$ cat config.mk
export PLATFORM = sky130hd
export DESIGN_NAME = simmem_release_scheduler
export DESIGN_NICKNAME = d
export VERILOG_FILES = /design/src/rtl/simmem_pkg.sv /design/src/rtl/simmem_rr_picker.sv /design/src/rtl/simmem_release_scheduler.sv
export SDC_FILE = /design/constraint.sdc
export NUM_CORES = 1
export LEC_CHECK = 0
export BUFFER_PORTS_ARGS = -buffer_cell sky130_fd_sc_hd__buf_2
export CAP_MARGIN = 10
export CORE_UTILIZATION = 41
export CTS_CLUSTER_SIZE = 25
export DETAILED_ROUTE_END_ITERATION = 8
export PLACE_DENSITY = 0.65
export SETUP_SLACK_MARGIN = 0.3
export SLEW_MARGIN = 30
export SYNTH_ARGS = -nofsm -noshare
export SYNTH_HDL_FRONTEND = slang
export SYNTH_HIERARCHICAL = 1
export SYNTH_SLANG_ARGS = --single-unit
export TNS_END_PERCENT = 5
$ cat constraint.sdc
create_clock -name clk_i -period 3.6 [get_ports clk_i]
set_input_delay 1.08 -clock clk_i [delete_from_list [all_inputs] [get_ports clk_i]]
set_output_delay 1.08 -clock clk_i [all_outputs]
set_load 0.02 [all_outputs]
$ cat src/rtl/simmem_pkg.sv
// Shared constants for the simulated-memory response banks.
package simmem_pkg;

  // Number of entries held by the write-response bank.
  localparam int unsigned WRspBankCapa = 8;

  // Number of entries held by the read-data bank.
  localparam int unsigned RDataBankCapa = 16;

endpackage

$ cat src/rtl/simmem_rr_picker.sv
// Combinational round-robin picker: returns the lowest set bit at or above
// ptr, wrapping to the lowest set bit overall when nothing lies above ptr.
module simmem_rr_picker #(
  parameter int unsigned Capa = 8,
  parameter int unsigned IidW = $clog2(Capa)
) (
  input  logic [Capa-1:0] mhot,
  input  logic [IidW-1:0] ptr,
  output logic [IidW-1:0] idx,
  output logic            found
);

  // The low half holds only requests at or above the pointer and the high
  // half holds every request, so the lowest set bit of the doubled vector is
  // the round-robin winner and the wrap case falls out of the same search.
  logic [2*Capa-1:0] dbl;

  // Build the doubled, pointer-masked request vector.
  always_comb begin
    dbl = '0;
    for (int i = 0; i < int'(Capa); i++) begin
      dbl[i]        = mhot[i] & (i >= int'(ptr));
      dbl[Capa + i] = mhot[i];
    end
  end

  // Priority-encode the lowest set bit and fold it back into 0..Capa-1, so a
  // non-power-of-two Capa can never yield an index at or above Capa.
  always_comb begin
    idx   = '0;
    found = 1'b0;
    for (int i = 2 * int'(Capa) - 1; i >= 0; i--) begin
      if (dbl[i]) begin
        found = 1'b1;
        if (i >= int'(Capa)) begin
          idx = IidW'(i - int'(Capa));
        end else begin
          idx = IidW'(i);
        end
      end
    end
  end

endmodule

$ cat src/rtl/simmem_release_scheduler.sv
// Release scheduler: picks one released entry per cycle round-robin, holds it
// as a stable valid/ready grant and confirms each completed handshake one-hot.
module simmem_release_scheduler
  import simmem_pkg::*;
#(
  parameter int unsigned Capa = WRspBankCapa,
  parameter int unsigned IidW = $clog2(Capa)
) (
  input  logic            clk_i,
  input  logic            rst_i,
  input  logic            en_i,
  input  logic [Capa-1:0] release_en_mhot_i,
  output logic            grant_valid_o,
  input  logic            grant_ready_i,
  output logic [IidW-1:0] grant_iid_o,
  output logic [Capa-1:0] grant_onehot_o,
  output logic [Capa-1:0] released_iid_onehot_o,
  output logic [31:0]     released_cnt_o
);

  typedef enum logic {
    IDLE,
    GRANT
  } state_e;

  state_e          state_q;
  logic [IidW-1:0] rr_ptr_q;
  logic [IidW-1:0] grant_iid_q;
  logic [31:0]     released_cnt_q;

  logic            grant_active;
  logic            handshake;
  logic [Capa-1:0] grant_mask;
  logic [IidW-1:0] ptr_after;
  logic [IidW-1:0] sel_ptr;
  logic [Capa-1:0] cand;
  logic [IidW-1:0] pick_idx;
  logic            pick_found;

  assign grant_active = (state_q == GRANT);
  assign handshake    = grant_active & grant_ready_i;

  // Decode the held grant index into a one-hot mask.
  always_comb begin
    grant_mask = '0;
    for (int i = 0; i < int'(Capa); i++) begin
      grant_mask[i] = (grant_iid_q == IidW'(i));
    end
  end

  // Pointer after a handshake, wrapping explicitly at Capa-1 so that a
  // non-power-of-two Capa never walks into unused index values.
  always_comb begin
    if (grant_iid_q == IidW'(Capa - 1)) begin
      ptr_after = '0;
    end else begin
      ptr_after = grant_iid_q + 1'b1;
    end
  end

  // On a handshake the next pick already uses the advanced pointer so that
  // back-to-back grants rotate fairly without an idle cycle.
  always_comb begin
    sel_ptr = handshake ? ptr_after : rr_ptr_q;
  end

  // The granted bit stays high until the delay calculator sees the
  // confirmation, so it is masked out to avoid granting it twice in a row.
  always_comb begin
    cand = release_en_mhot_i & {Capa{en_i}};
    if (grant_active) begin
      cand = cand & ~grant_mask;
    end
  end

  simmem_rr_picker #(
    .Capa (Capa),
    .IidW (IidW)
  ) u_picker (
    .mhot  (cand),
    .ptr   (sel_ptr),
    .idx   (pick_idx),
    .found (pick_found)
  );

  // Grant FSM: latch a pick when idle, hold it until accepted, then either
  // chain straight into the next pick or fall back to idle.
  always_ff @(posedge clk_i) begin
    if (rst_i) begin
      state_q        <= IDLE;
      rr_ptr_q       <= '0;
      grant_iid_q    <= '0;
      released_cnt_q <= '0;
    end else begin
      case (state_q)
        IDLE: begin
          if (pick_found) begin
            grant_iid_q <= pick_idx;
            state_q     <= GRANT;
          end
        end
        GRANT: begin
          if (grant_ready_i) begin
            released_cnt_q <= released_cnt_q + 32'd1;
            rr_ptr_q       <= ptr_after;
            if (pick_found) begin
              grant_iid_q <= pick_idx;
            end else begin
              state_q <= IDLE;
            end
          end
        end
      endcase
    end
  end

  assign grant_valid_o         = grant_active;
  assign grant_iid_o           = grant_iid_q;
  assign grant_onehot_o        = grant_mask & {Capa{grant_active}};
  assign released_iid_onehot_o = grant_onehot_o & {Capa{handshake}};
  assign released_cnt_o        = released_cnt_q;

endmodule
# Word-level counts from Yosys, hierarchy flattened
# Cells that the tools add are included.
[totals] reg_bits=39 input_bits=12 output_inout_bits=52
[classes] add_sub_neg=2 order_cmp=7 n_eq_ne=8 n_mux=39 n_bitwise=14 reduce_logical=2
[op_table] operator="3-bit two-way mux" count=19
[op_table] operator="32-bit by 1-bit adder with 32-bit output (second input constant)" count=1
[op_table] operator="8-bit bitwise AND" count=4
[op_table] operator="1-bit two-way mux" count=17
[op_table] operator="3-bit equality test (second input constant)" count=4
[op_table] operator="3-bit greater-or-equal comparator (first input constant)" count=3
[op_table] operator="1-bit bitwise AND" count=8
[op_table] operator="8-bit two-way mux" count=1
[op_table] operator="8-bit NOT" count=1
[op_table] operator="3-bit by 2-bit equality test with 1-bit output (second input constant)" count=2
[op_table] operator="1-bit by 3-bit greater-or-equal comparator with 1-bit output (first input constant)" count=2
[op_table] operator="2-bit by 3-bit greater-or-equal comparator with 1-bit output (first input constant)" count=2
[op_table] operator="3-bit one-hot mux with 2 select lines" count=1
[op_table] operator="3-bit by 1-bit adder with 3-bit output (second input constant)" count=1
[op_table] operator="3-bit by 1-bit equality test with 1-bit output (second input constant)" count=1
[op_table] operator="3-bit zero test" count=1
[op_table] operator="2-bit != test (second input constant)" count=1
[op_table] operator="1-bit one-hot mux with 2 select lines" count=1
[op_table] operator="2-bit AND reduction" count=1
[op_table] operator="1-bit NOT" count=1

# Depth between registers and ports, before layout
[depth] ltp_word=22 mapped_depth=11 mapped_depth_nobuf=10

# By module
# Netlist, hierarchy kept.
[by_module_without_submodules] mod="simmem_release_scheduler" n_inst=1 cells_per_inst=248 area_each_um2=1998.2
[by_module_without_submodules] mod="simmem_rr_picker" n_inst=1 cells_per_inst=43 area_each_um2=262.8

# Least setup slack after synthesis
# OpenSTA, ideal clock, no wires.
[synth_path] path_type="input -> register" startpoint="input grant_ready_i" endpoint="register grant_iid_q[2], in the netlist grant_iid_o[2]" setup_ns=0.128 t_arrival_ns=2.640 path_slack_ns=0.833 path_stages=11 path_buffers=2 cell_sequence="nand2_1 clkbuf_1 nand2_1 o21ai_0 buf_2 nand2_2 a21oi_1 nand4b_1 o21ai_0 mux2i_1 nor2_1"
[synth_via] elab_chain_len=14 word_cells_on_any_way=34 classes_between="order compare (7); eq/ne (1); mux (18); bitwise (8)"
[synth_rtl] item="start, declared" line_no="simmem_release_scheduler.sv:14" text="input logic grant_ready_i,"
[synth_rtl] item="1-bit bitwise AND (*)" line_no="simmem_release_scheduler.sv:41" text="assign handshake = grant_active & grant_ready_i;"
[synth_rtl] item="3-bit two-way mux (*)" line_no="simmem_release_scheduler.sv:64" text="sel_ptr = handshake ? ptr_after : rr_ptr_q;"
[synth_rtl] item="named net sel_ptr[2]" line_no="simmem_release_scheduler.sv:35" text="logic [IidW-1:0] sel_ptr;"
[synth_rtl] item="3-bit greater-or-equal comparator" line_no="simmem_rr_picker.sv:22" text="dbl[i] = mhot[i] & (i >= int'(ptr));"
[synth_rtl] item="1-bit bitwise AND" line_no="simmem_rr_picker.sv:22"
[synth_rtl] item="1-bit two-way mux (6 in a row)" line_no="simmem_rr_picker.sv:33" text="if (dbl[i]) begin"
[synth_rtl] item="1-bit two-way mux (*)" line_no="simmem_rr_picker.sv:33"
[synth_rtl] item="named net pick_found" line_no="simmem_release_scheduler.sv:38" text="logic pick_found;"
[synth_rtl] item="3-bit two-way mux (*)" line_no="simmem_release_scheduler.sv:97, simmem_release_scheduler.sv:106"
[synth_rtl] item="3-bit two-way mux" line_no="simmem_release_scheduler.sv:103" text="if (grant_ready_i) begin"
[synth_rtl] item="3-bit one-hot mux with 2 select lines (*)" line_no="simmem_release_scheduler.sv:95" text="case (state_q)"
[synth_rtl] item="end signal, assigned" line_no="simmem_release_scheduler.sv:98" text="grant_iid_q <= pick_idx;"
[synth_rtl] item="end signal, assigned" line_no="simmem_release_scheduler.sv:107" text="grant_iid_q <= pick_idx;"
[synth_rtl] item="end, declared" line_no="simmem_release_scheduler.sv:28" text="logic [IidW-1:0] grant_iid_q;"
# Mark *: on every way through the listed nets, which the timed path passes. The rest lies on a longest branch. The select of a mux whose other input is x is not followed.
# A chain may end at the register's enable or synchronous reset.

# Worst setup path in the final report
[layout_path] startpoint="input grant_ready_i" endpoint="register released_cnt_q[30], in the netlist released_cnt_o[30]"
[layout_via] elab_chain_len=1
[layout_rtl] item="2-bit AND reduction (no source line)"
[layout_rtl] item="end signal, assigned" line_no="simmem_release_scheduler.sv:104" text="released_cnt_q <= released_cnt_q + 32'd1;"
[layout_rtl] item="end, declared" line_no="simmem_release_scheduler.sv:29" text="logic [31:0] released_cnt_q;"
# Every way passes these cells.

==> metrics.cfg <==
[clock_tree]
path_clk_slew_ps = 80
post-cts-setup-buffers = 0
h-tree-depth = 2
clock-sinks = 39
root_buffer = clkbuf_8
clk_latency_ps = 290
clk_path_buf_depth = 2
cts_tree = done
ctsResizeCount = 0
cts_buffers = 5
postCtsHoldBufs = 0

[cells_and_area]
final_net_count = 367
layout_commonest_cell = buf_2
mostFrequentLayoutCells = 63 x buf_2, 39 x dfxtp_1, 27 x nor2_1, 27 x a21oi_1, 23 x nand2_1
area_growth_pct = 21.0
drive_gt1_share_pct = 22.3
fill_cells = 532
antennaDiodeCount = 0

[setup_path]
crit_slowest_cell = or4b_1
cp_max_fo = 19
critPathBufInv = 1
crit_type = in2reg
required_ps = 3820
cp_slowest_stage_delay_ps = 720
crit_chain = buf_2 -> and4_4 -> or4b_1 -> or4_1 -> a21oi_1
cp_top_family = simple AND/OR/NAND/NOR gates
critPathLaunchType = input pin
end_kind = flip-flop
worstPathArrival_ps = 3020

[yosys]
yosysUniqueCellTypes = 42
syn_area_sq_um = 2260
syn_nets = 310
async_reset_ff_share_pct = 0
ys.flop_type = dfxtp_1
synth-seq-cells = 39
syn_area_per_cell_sq_um = 7.77
synth_edf_count = 0
yosysWarnings = 6
synth_cells = 291
ys_seq_area_share_pct = 34.5

[pwr]
clockPowerShare_pct = 37.0
p_sw_share_pct = 27.8
combPwrFrac_pct = 16.8
power.switching_uw = 273
p_seq_share_pct = 46.2
pwr_density_cell_nw_per_um2 = 360
vdd_drop_max_mv = 0.232
leakage_nw = 1.18
p_total_uw = 984
p_int_uw = 711

[routing]
wirelength_um = 5590
vias = 2311
ant_nets = 0
drc = 0
wl_per_cell_um = 13.3
vias_per_cell = 5.52
drtIter0Drc = 106
drtPass1Iterations = 4

[timing]
relSlewSlack_pct = 51.5
finalSetupTns_ps = 0
rsz0062_at_grt = no
holdWs_ps = 481
clock_skew_ps = 11.5
finalSetupViolCount = 0
hold_viol = 0
fmax_mhz = 358
period_needed_ps = 2790
tightest_slew_ps = 728
report.final.slew_viol_count = 0
fin_crit_sh_pct = 77.6

[global_route]
grt_pass1_vias = 2068
grt-ovfl-total = 0
grt_use_total_pct = 19.8
grt_pass1_wl_um = 9620
antenna_found_initial = 0
grt_max_degree = 40

[floorplanning]
die_w_um = 76.3
initial_core_util_pct = 43.4
die_height_um = 76.3
core_region_area_sq_um = 5200
placementRows = 26
ioPinCount = 64
die_area_sq_um = 5820

[min_path]
hp-class = reg2reg

[place]
hpwl_um = 4030
place_congestion = 0.888
portBuffers = 63

[job]
max_cap_viol_count = 0

[outcome]
outcome = finished, final reports clean

[power by group through the flow]
stage	Sequential (mW)	Clock [mW]	Combinational, mW
2_1_floorplan	0.469	0	0.108
3_3_place_gp	0.464	0	0.163
3_5_place_dp	0.465	0	0.163
4_1_cts	0.455	0.375	0.164
5_1_grt	0.456	0.392	0.182
6_report	0.455	0.364	0.166
[tightest hold or removal path, delay by kind of cell (launching register included)]
family | cells | cell delay (ps)
AOI/OAI and AO/OA | 2 | 110
DFF | 1 | 320
[flip-flops by register name (all words and copies together) (netlist names)]
register	flops
released_cnt_o	32
grant_iid_o	3
rr_ptr_q	3
grant_valid_o	1
[cell type report]
| class | count | area, sq um | share of cell area (%) |
|---|---|---|---|
| repair buffers | 66 | 338 | 12.4 |
| flip-flops and latches | 39 | 781 | 28.5 |
| multi-input cells | 223 | 1370 | 50.0 |
| well taps | 70 | 87.6 | 3.20 |
| inverters | 13 | 48.8 | 1.78 |
| clock buffers | 5 | 68.8 | 2.52 |
| clock inverters | 3 | 43.8 | 1.60 |
[Yosys cell counts, drive strengths merged (2+ instances only)]
master	instances	area [sq um]
nand3	11	55.1
buf	4	18.8
nor2b	6	37.5
ha	7	87.6
and4	5	46.3
xnor2	4	35.0
nand4	8	50.1
nand2	24	92.6
and2	7	43.8
mux2i	4	40.0
nor2	27	101
dfxtp	39	781
or4	15	113
a32oi	2	17.5
nor3	3	15.0
clkbuf	12	45.0
or3	9	56.3
a21oi	27	135
and3	12	75.1
nor3b	2	15.0
inv	13	48.8
nand2b	2	12.5
xor2	5	43.8
o31ai	15	113
o21ai	16	80.1
[final timing paths]
kind | startpoint | end | slack (ps) | depth (start not counted)
worst min-delay path | released_cnt_o[31] | released_cnt_o[31] | 480 | 2
worst max register to register | grant_valid_o | released_cnt_o[30] | 1120 | 4
worst max-delay path | grant_ready_i | released_cnt_o[30] | 810 | 5
worst min register to register | released_cnt_o[31] | released_cnt_o[31] | 480 | 2
[cells by family (layout without fill, tap and decap cells)]
logic type | after synthesis | in the layout | synth area share (%)
and+or+nand+nor | 135 | 135 | 32.9
AOI/OAI and AO/OA | 67 | 67 | 17.9
DFF | 39 | 39 | 34.5
buffers and inverters | 29 | 87 | 4.98
xor gates and xnor gates | 9 | 9 | 3.49
adders and majority gates | 7 | 7 | 3.87
muxes | 5 | 5 | 2.27
[metrics by stage]
step	instance area, sq um	setup slack [ps]	cells	util, %
floorplan	2260	833	291	-
global route	2740	615	419	52.5
detailed placement	2620	516	411	50.4
finish	2740	805	419	52.5
global placement	2620	557	411	50.4
CTS	2740	828	419	52.5
[layer usage]
layer  track usage (%)  part of all wire, %  up-vias  wire, um
li1                  -                    -     1168         -
met1              26.9                   50     1091      2810
met2              31.9                   46       48      2560
met3              3.95                  3.4        4       189
met4              5.38                 0.54        0        30
met5                 0                    0        -         0
No activity file was read; power rests on OpenSTA's default activity.
